$ cat config.mk
export PLATFORM = sky130hd
export DESIGN_NAME = ps2_key_event_rx
export DESIGN_NICKNAME = d
export VERILOG_FILES = /design/src/rtl/ps2_key_event_rx.sv
export SDC_FILE = /design/constraint.sdc
export NUM_CORES = 1
export LEC_CHECK = 0
export ABC_AREA = 1
export CAP_MARGIN = 15
export CORE_UTILIZATION = 30
export DETAILED_ROUTE_END_ITERATION = 8
export GPL_ROUTABILITY_DRIVEN = 0
export PLACE_DENSITY = 0.46
export SLEW_MARGIN = 20
export SYNTH_ARGS = -nofsm -noshare
export SYNTH_HDL_FRONTEND = slang
export SYNTH_SLANG_ARGS = --single-unit
$ cat constraint.sdc
create_clock -name clk -period 4.4 [get_ports clk]
set_clock_uncertainty 0.2 [all_clocks]
set_input_delay 1.1 -clock clk [delete_from_list [all_inputs] [get_ports clk]]
set_output_delay 1.1 -clock clk [all_outputs]
set_load 0.05 [all_outputs]
$ cat src/rtl/ps2_key_event_rx.sv
// PS/2 keyboard receiver: synchronise, debounce, deframe, fold E0/F0 prefixes, buffer key events.
// Optional prefix folding is enabled by defining PS2_PREFIX_DECODE_EN; otherwise every byte is raw.
module ps2_key_event_rx #(
  parameter int unsigned DEBOUNCE_CYCLES = 500,
  parameter int unsigned TIMEOUT_CYCLES  = 5000,
  parameter int unsigned FIFO_AW         = 3
) (
  input  logic       clk,
  input  logic       reset,
  input  logic       ps2_clk,
  input  logic       ps2_data,
  output logic       ev_valid,
  input  logic       ev_ready,
  output logic [7:0] ev_code,
  output logic       ev_break,
  output logic       ev_ext,
  output logic       frame_err,
  output logic       overflow
);

  localparam int unsigned DebW  = $clog2(DEBOUNCE_CYCLES + 1);
  localparam int unsigned TmoW  = $clog2(TIMEOUT_CYCLES + 1);
  localparam int unsigned Depth = 2 ** FIFO_AW;
  localparam logic [FIFO_AW:0] FifoFull = {1'b1, {FIFO_AW{1'b0}}};

  // Synchronisers reset to the idle-high line level.
  logic clk_meta_q, sclk_q, dat_meta_q, sdat_q;

  always_ff @(posedge clk) begin
    if (reset) begin
      clk_meta_q <= 1'b1;
      sclk_q     <= 1'b1;
      dat_meta_q <= 1'b1;
      sdat_q     <= 1'b1;
    end else begin
      clk_meta_q <= ps2_clk;
      sclk_q     <= clk_meta_q;
      dat_meta_q <= ps2_data;
      sdat_q     <= dat_meta_q;
    end
  end

  // Counter saturates at DEBOUNCE_CYCLES so each low phase yields a single sample.
  logic [DebW-1:0] deb_q;
  logic            sample;

  assign sample = !sclk_q && (deb_q == DebW'(DEBOUNCE_CYCLES - 1));

  always_ff @(posedge clk) begin
    if (reset || sclk_q) begin
      deb_q <= '0;
    end else if (deb_q != DebW'(DEBOUNCE_CYCLES)) begin
      deb_q <= deb_q + DebW'(1);
    end
  end

  logic [3:0]      bit_q;
  logic [9:0]      shift_q;
  logic [TmoW-1:0] tmo_q;
  logic            byte_vld_q;
  logic [7:0]      byte_q;
  logic            err_pend_q;
  logic            frame_err_q;
  logic            timeout;
  logic            frame_good;

  assign timeout    = sclk_q && (bit_q != 4'd0) && (tmo_q == TmoW'(TIMEOUT_CYCLES - 1));
  // shift_q holds start in [0], data in [8:1], parity in [9]; sdat_q is the stop bit.
  assign frame_good = !shift_q[0] && (^shift_q[9:1]) && sdat_q;

  always_ff @(posedge clk) begin
    if (reset) begin
      bit_q       <= 4'd0;
      shift_q     <= '0;
      tmo_q       <= '0;
      byte_vld_q  <= 1'b0;
      byte_q      <= 8'h00;
      err_pend_q  <= 1'b0;
      frame_err_q <= 1'b0;
    end else begin
      byte_vld_q  <= 1'b0;
      err_pend_q  <= 1'b0;
      frame_err_q <= err_pend_q;
      if (!sclk_q || (bit_q == 4'd0) || timeout) begin
        tmo_q <= '0;
      end else begin
        tmo_q <= tmo_q + TmoW'(1);
      end
      if (timeout) begin
        bit_q      <= 4'd0;
        err_pend_q <= 1'b1;
      end else if (sample) begin
        if (bit_q == 4'd10) begin
          bit_q <= 4'd0;
          if (frame_good) begin
            byte_vld_q <= 1'b1;
            byte_q     <= shift_q[8:1];
          end else begin
            err_pend_q <= 1'b1;
          end
        end else begin
          shift_q <= {sdat_q, shift_q[9:1]};
          bit_q   <= bit_q + 4'd1;
        end
      end
    end
  end

  assign frame_err = frame_err_q;

  logic       push;
  logic [9:0] push_data;

`ifdef PS2_PREFIX_DECODE_EN
  typedef enum logic [1:0] {StIdle, StExt, StBrk, StExtBrk} state_e;

  state_e state_q, state_d;
  logic   flag_brk, flag_ext;

  always_ff @(posedge clk) begin
    if (reset) begin
      state_q <= StIdle;
    end else begin
      state_q <= state_d;
    end
  end

  always_comb begin
    state_d  = state_q;
    push     = 1'b0;
    flag_brk = 1'b0;
    flag_ext = 1'b0;
    unique case (state_q)
      StExt:    flag_ext = 1'b1;
      StBrk:    flag_brk = 1'b1;
      StExtBrk: begin
        flag_ext = 1'b1;
        flag_brk = 1'b1;
      end
      default:  ;
    endcase
    push_data = {flag_brk, flag_ext, byte_q};
    if (err_pend_q) begin
      state_d = StIdle;
    end else if (byte_vld_q) begin
      if (byte_q == 8'hE0) begin
        state_d = flag_brk ? StExtBrk : StExt;
      end else if (byte_q == 8'hF0) begin
        state_d = flag_ext ? StExtBrk : StBrk;
      end else begin
        push    = 1'b1;
        state_d = StIdle;
      end
    end
  end
`else
  always_comb begin
    push      = byte_vld_q;
    push_data = {2'b00, byte_q};
  end
`endif

  logic [9:0]         mem_q [Depth];
  logic [FIFO_AW-1:0] wr_q, rd_q;
  logic [FIFO_AW:0]   cnt_q;
  logic               overflow_q;
  logic               pop, full, do_push;

  assign pop     = (cnt_q != '0) && ev_ready;
  assign full    = (cnt_q == FifoFull);
  assign do_push = push && (!full || pop);

  always_ff @(posedge clk) begin
    if (reset) begin
      mem_q      <= '{default: '0};
      wr_q       <= '0;
      rd_q       <= '0;
      cnt_q      <= '0;
      overflow_q <= 1'b0;
    end else begin
      if (do_push) begin
        mem_q[wr_q] <= push_data;
        wr_q        <= wr_q + FIFO_AW'(1);
      end
      if (pop) begin
        rd_q <= rd_q + FIFO_AW'(1);
      end
      case ({do_push, pop})
        2'b10:   cnt_q <= cnt_q + (FIFO_AW + 1)'(1);
        2'b01:   cnt_q <= cnt_q - (FIFO_AW + 1)'(1);
        default: ;
      endcase
      if (push && full && !pop) begin
        overflow_q <= 1'b1;
      end
    end
  end

  assign ev_valid = (cnt_q != '0);
  assign {ev_break, ev_ext, ev_code} = mem_q[rd_q];
  assign overflow = overflow_q;

endmodule

# Word level (Yosys, flattened, before mapping)
# Cells that the tools add are included.
dict set report totals {
  reg_bits 142
}
dict set report op_classes {
  n_addsub 7
  n_lt_le_gt_ge 3
  eq_ne 7
  mux 13
  n_bitwise 5
  n_reduce_logical 28
}
# cell count
set ops {}
lappend ops {{$bwmux W80} 1}
lappend ops {{$bmux W10 S3} 1}
lappend ops {{$demux W10 S3} 1}
lappend ops {{$mux W10} 3}
lappend ops {{$add A13 B1 Y13 const B} 1}
lappend ops {{$eq A13 B13 Y1 const B} 1}
lappend ops {{$logic_and A1 B1 Y1} 10}
lappend ops {{$add A9 B1 Y9 const B} 1}
lappend ops {{$eq A9 B9 Y1 const B} 1}
lappend ops {{$ne A9 B9 Y1 const B} 1}
lappend ops {{$reduce_xor A9 Y1} 1}
lappend ops {{$add A4 B1 Y4 const B} 2}
lappend ops {{$eq A4 B4 Y1 const B} 2}
lappend ops {{$ge A4 B4 Y1 const B} 2}
lappend ops {{$not A3 Y4} 2}
lappend ops {{$pmux W4 S2} 1}
lappend ops {{$reduce_bool A4 Y1} 2}
lappend ops {{$add A3 B1 Y3 const B} 2}
lappend ops {{$mux W1} 5}
lappend ops {{$logic_not A1 Y1} 4}
lappend ops {{$logic_not A4 Y1} 1}
lappend ops {{$logic_or A1 B1 Y1} 4}
lappend ops {{$lt A4 B1 Y1 const B} 1}
lappend ops {{$mux W4} 1}
lappend ops {{9 further kinds} 12}

# Depth between registers and ports, before layout
dict set report logic_depth {
  depth_word 7
  mapped_depth 12
  ltp_nobuf 12
}

# Least setup slack after synthesis
# OpenSTA, ideal clock, no wires.
dict set report synth_timing {
  path_type {reg-to-output}
  start {register rd_q[0]}
  end {output port ev_code[0]}
  arrival_ps 1835
  required_time_ps 3100
  setup_slack_ps 1265
  path_stages_with_launch 6
  cell_sequence {dfxtp_1 clkinv_1 clkbuf_1 a21oi_1 o21ai_0 a31oi_1}
}
dict set report synth_via {
  elab_chain_len 4
}
# element line
set synth_rtl {}
lappend synth_rtl {{start: declaration} 164} ;# logic [FIFO_AW-1:0] wr_q, rd_q;
lappend synth_rtl {{start signal: assignment} 186} ;# rd_q <= rd_q + FIFO_AW'(1);
lappend synth_rtl {{$not A3 Y4 (not written as such)} 200} ;# assign {ev_break, ev_ext, ev_code} = mem_q[rd_q];
lappend synth_rtl {{$bmux W10 S3} 200}
lappend synth_rtl {{$mux W10 (not written as such) (2 in series)} 200}
lappend synth_rtl {{end: declaration} 14} ;# output logic [7:0] ev_code,
# Every way passes these cells. The select of a mux whose other input is x is not followed.

# Worst setup path after layout
dict set report layout_timing {
  start {register rd_q[0]}
  end {output port ev_code[4]}
}
# The elaborated chain is that of the path after synthesis.

==> impl_results.md <==
* Number of distinct library cell variants in the gate-level netlist after synthesis at 38
* Worst setup EP type: primary output
* Overall die area at 19700 um^2
* Internal power at 0.00235 W
* Setup Total Neg Slack at 0 ps
* Status: completed
* Total of endpoints with negative setup slack in the final report at 0
* N_diodes at 0
* Arithmetic-cell share of the synthesized area counting full adders, half adders and majority gates at 0.0175
* Clock insertion delay at the later pin of the skew report at 420 ps
* Via density per instance at 4.70
* Number of iterations in the first detailed-routing pass at 4
* Synthesized netlist cell count at 769
* First-pass GRT wire length at 22300 um
* Net switching power figure at 0.00107 W
* DRC violations left at 0
* Worst Tran Pin Value at 849 ps
* Number of stages on the worst hold path at 1
* Width of the die at 140 um
* Number of nets still failing antenna checks after routing at 0
* Total of warnings raised by yosys at 0
* Period utilisation layout at 0.830
* CTS Hold Buffers Added at 0
* CTS tree: yes
* NumNets Final at 787
* Crit path max fanout at 26
* Sequential cell area in the final layout at 2520 um^2
* Overall global routing resource usage at 0.146
* Total power draw at 0.00342 W
* Fraction of final layout cells with drive strength greater than 1 at 0.0916
* GRT overflow at 0
* Cell area after layout at 6720 um^2
* Total count of max-transition violations in the final report at 0
* Normalized max-slew margin at 0.433
* Initial core utilization at 0.306
* Post-synthesis mux area share at 0
* WHS Endpoint: sdat_q$_SDFF_PP1_
* HPWL Detailed at 8810 um
* Count of port buffers added during placement at 15
* Most frequent standard cell in the layout excluding fill and tap cells: sky130_fd_sc_hd__inv_1
* Number of fill cells at 1928
* Master of the slowest instance on the critical path: sky130_fd_sc_hd__clkinv_1
* Synth area leaders: sky130_fd_sc_hd__dfxtp_1 (44%), sky130_fd_sc_hd__a21oi_1 (9.9%), sky130_fd_sc_hd__o21ai_0 (8.9%), sky130_fd_sc_hd__inv_1 (8.5%), sky130_fd_sc_hd__nand2_1 (6.0%)
* Pin count of the biggest net entering global routing at 54
* Sequential element share of the synthesized area at 0.440
* Post-layout min period at 3650 ps
* Number of failing hold endpoints at the final stage at 0
* Count of clock tree sinks at 126
* Number of H-tree levels at 4
* Seq cells post-synth at 126
* Minimum setup slack after placement at 1090 ps
* Critical path type: register to primary output
* Post CTS Setup Buffer Count at 0
* Pwr per Cell Area at 509 nW/um^2
* Total clock buffers created by CTS at 17
* Setup slack after layout at 749 ps
* Proportion of synthesized flip-flops having asynchronous set or reset at 0
* Area of combinational cells with multiple inputs at 2540 um^2
* R2r setup slk at 2080 ps
* Worst-path clk slew at 60 ps
* Sequential share of power at 0.352
* Setup repair after global routing missed its margin: no
* XOR/XNOR share of the synthesized area at 0.0137
* Worst R2R Start: cnt_q[0]$_SDFFE_PP0P_
* Net switching share of the total power at 0.313
* Starting DRC count in detailed routing at 239
* Clock tree root buffer cell: sky130_fd_sc_hd__clkbuf_16
* CTS max path bufs at 2
* Worst endpoint data arrival time at 2350 ps
* Number of I/O pins at 18
* Height of the die at 140 um
* Sum of routed wire length over all layers at 13400 um
* Highest-count cells in the layout ignoring fill and taps: sky130_fd_sc_hd__inv_1 (129), sky130_fd_sc_hd__dfxtp_1 (126), sky130_fd_sc_hd__a21oi_1 (113)
* Type of element launching the critical path: register
* Clock power share at 0.422
* Routed len/inst at 13.1 um
* Fmax at 274 MHz
* Worst Hold Launch: dat_meta_q$_SDFF_PP1_
* Delay of the slowest cell on the worst path at 600 ps
* Cts repair resizes at 0
* Part of the power in combinational logic at 0.226
* Count of flip-flops with a built-in enable after synthesis at 0
* Path class of the lowest-slack min-delay path: register to register
* Via count at 4798
* Complex-gate fraction of the synthesized area at 0.236
* Antenna violations before repair at 0
* Primary FF master, synth: sky130_fd_sc_hd__dfxtp_1
* Area of the core region at 18700 um^2
* Top-area cell type share of the netlist area at 0.440
* Combinational family with the most area after synthesis: compound AO/OA/AOI/OAI gates
* Synth Cell Area at 5730 um^2
* Layout-stage area growth over the synthesis result at 17.3%
* Leakage at 2.31 nW
* Number of global-route vias before repair at 4572
* Cell type with the highest aggregate area in the netlist: sky130_fd_sc_hd__dfxtp_1
* Max VDD drop at 0.000265 V
* Worst R2R End: cnt_q[2]$_SDFFE_PP0P_
* Cell-by-cell listing of the critical path: clkinv_1, a21oi_1, a221oi_1, a31oi_1, buf_12
* Critical Path RT at 3100 ps
* Maximum Capacitance Violations at 0
* # rows at 50
* Simple-gate share of the synthesized area at 0.174
* DP Area at 6120 um^2
* Number of cells on the worst reg-to-reg path at 11
* Syn avg cell area at 7.46 um^2
worst max path at each step:
stage	startpoint	endpoint	slack, ps	depth (start not counted)
after floorplan	rd_q[0]$_SDFFE_PP0P_	ev_code[0]	1260	5
after CTS	rd_q[0]$_SDFFE_PP0P_	ev_code[4]	660	5
after global placement	ev_ready	mem_q[52]$_SDFFE_PP0P_	1100	8
after global routing	rd_q[0]$_SDFFE_PP0P_	ev_code[3]	540	5
after detailed placement	ev_ready	cnt_q[2]$_SDFFE_PP0P_	1090	11
final	rd_q[0]$_SDFFE_PP0P_	ev_code[4]	750	5
registers in the layout (all words and copies together), names as in the netlist:
register    cells
wr_q            3
clk_meta_q      1
overflow        1
shift_q        10
tmo_q          13
bit_q           4
deb_q           9
frame_err       1
sdat_q          1
byte_q          8
dat_meta_q      1
sclk_q          1
rd_q            3
cnt_q           4
mem_q          64
byte_vld_q      1
err_pend_q      1
per-layer routing:
metal | up-vias | GRT usage | part of all wire
li1 | 2548 | - | -
met1 | 2181 | 0.179 | 0.48
met2 | 58 | 0.245 | 0.48
met3 | 11 | 0.0400 | 0.030
met4 | 0 | 0.0492 | 0.010
met5 | - | 0 | 0
metrics by stage:
step           std cells  hold slack, ps   util
2_1_floorplan        770             188      -
3_3_place_gp         989             195  0.327
3_5_place_dp         989             196  0.327
4_1_cts             1020             210  0.359
5_1_grt             1020             215  0.359
6_report            1020             208  0.359
synth_stat cells (5+ instances only):
| cell type | n |
|---|---|
| sky130_fd_sc_hd__clkbuf_1 | 19 |
| sky130_fd_sc_hd__o21ai_0 | 102 |
| sky130_fd_sc_hd__a211oi_2 | 6 |
| sky130_fd_sc_hd__ha_1 | 8 |
| sky130_fd_sc_hd__buf_4 | 10 |
| sky130_fd_sc_hd__nor3_1 | 13 |
| sky130_fd_sc_hd__nand4_1 | 16 |
| sky130_fd_sc_hd__nand3_1 | 21 |
| sky130_fd_sc_hd__a31oi_1 | 9 |
| sky130_fd_sc_hd__xor2_1 | 7 |
| sky130_fd_sc_hd__a211oi_1 | 5 |
| sky130_fd_sc_hd__dfxtp_1 | 126 |
| sky130_fd_sc_hd__inv_1 | 130 |
| sky130_fd_sc_hd__a221oi_1 | 8 |
| sky130_fd_sc_hd__nand2_1 | 91 |
| sky130_fd_sc_hd__nor2_1 | 42 |
| sky130_fd_sc_hd__a21oi_1 | 113 |
power by group through the flow:
stage / Sequential [W] / Clock, W / Combinational, W
2_1_floorplan: 0.00121 / 0 / 0.000499
3_3_place_gp: 0.00123 / 0 / 0.000776
3_5_place_dp: 0.00123 / 0 / 0.000780
4_1_cts: 0.00120 / 0.00149 / 0.000784
5_1_grt: 0.00121 / 0.00154 / 0.000843
6_report: 0.00120 / 0.00144 / 0.000775
critical path: cells and delay by family, from the launching register on:
kind / cells / cell delay, ps
buffers and inverters: 2 / 790
flip-flops: 1 / 330
AO/OA/AOI/OAI: 3 / 810
cell type report:
cell class | instances | share of cell area
multi-input cells | 476 | 0.378
flip-flops and latches | 126 | 0.375
inverters | 134 | 0.0748
clock buffers | 18 | 0.0653
well taps | 234 | 0.0435
repair buffers | 19 | 0.0387
clock inverters | 13 | 0.0246
kinds of logic after synthesis:
logic type,count (synthesis)
adder cells (fa/ha/maj),8
XOR/XNOR,9
AO/OA/AOI/OAI,248
buffers and inverters,168
AND/OR/NAND/NOR,209
other,1
flip-flops,126
No activity file was read; power rests on OpenSTA's default activity.
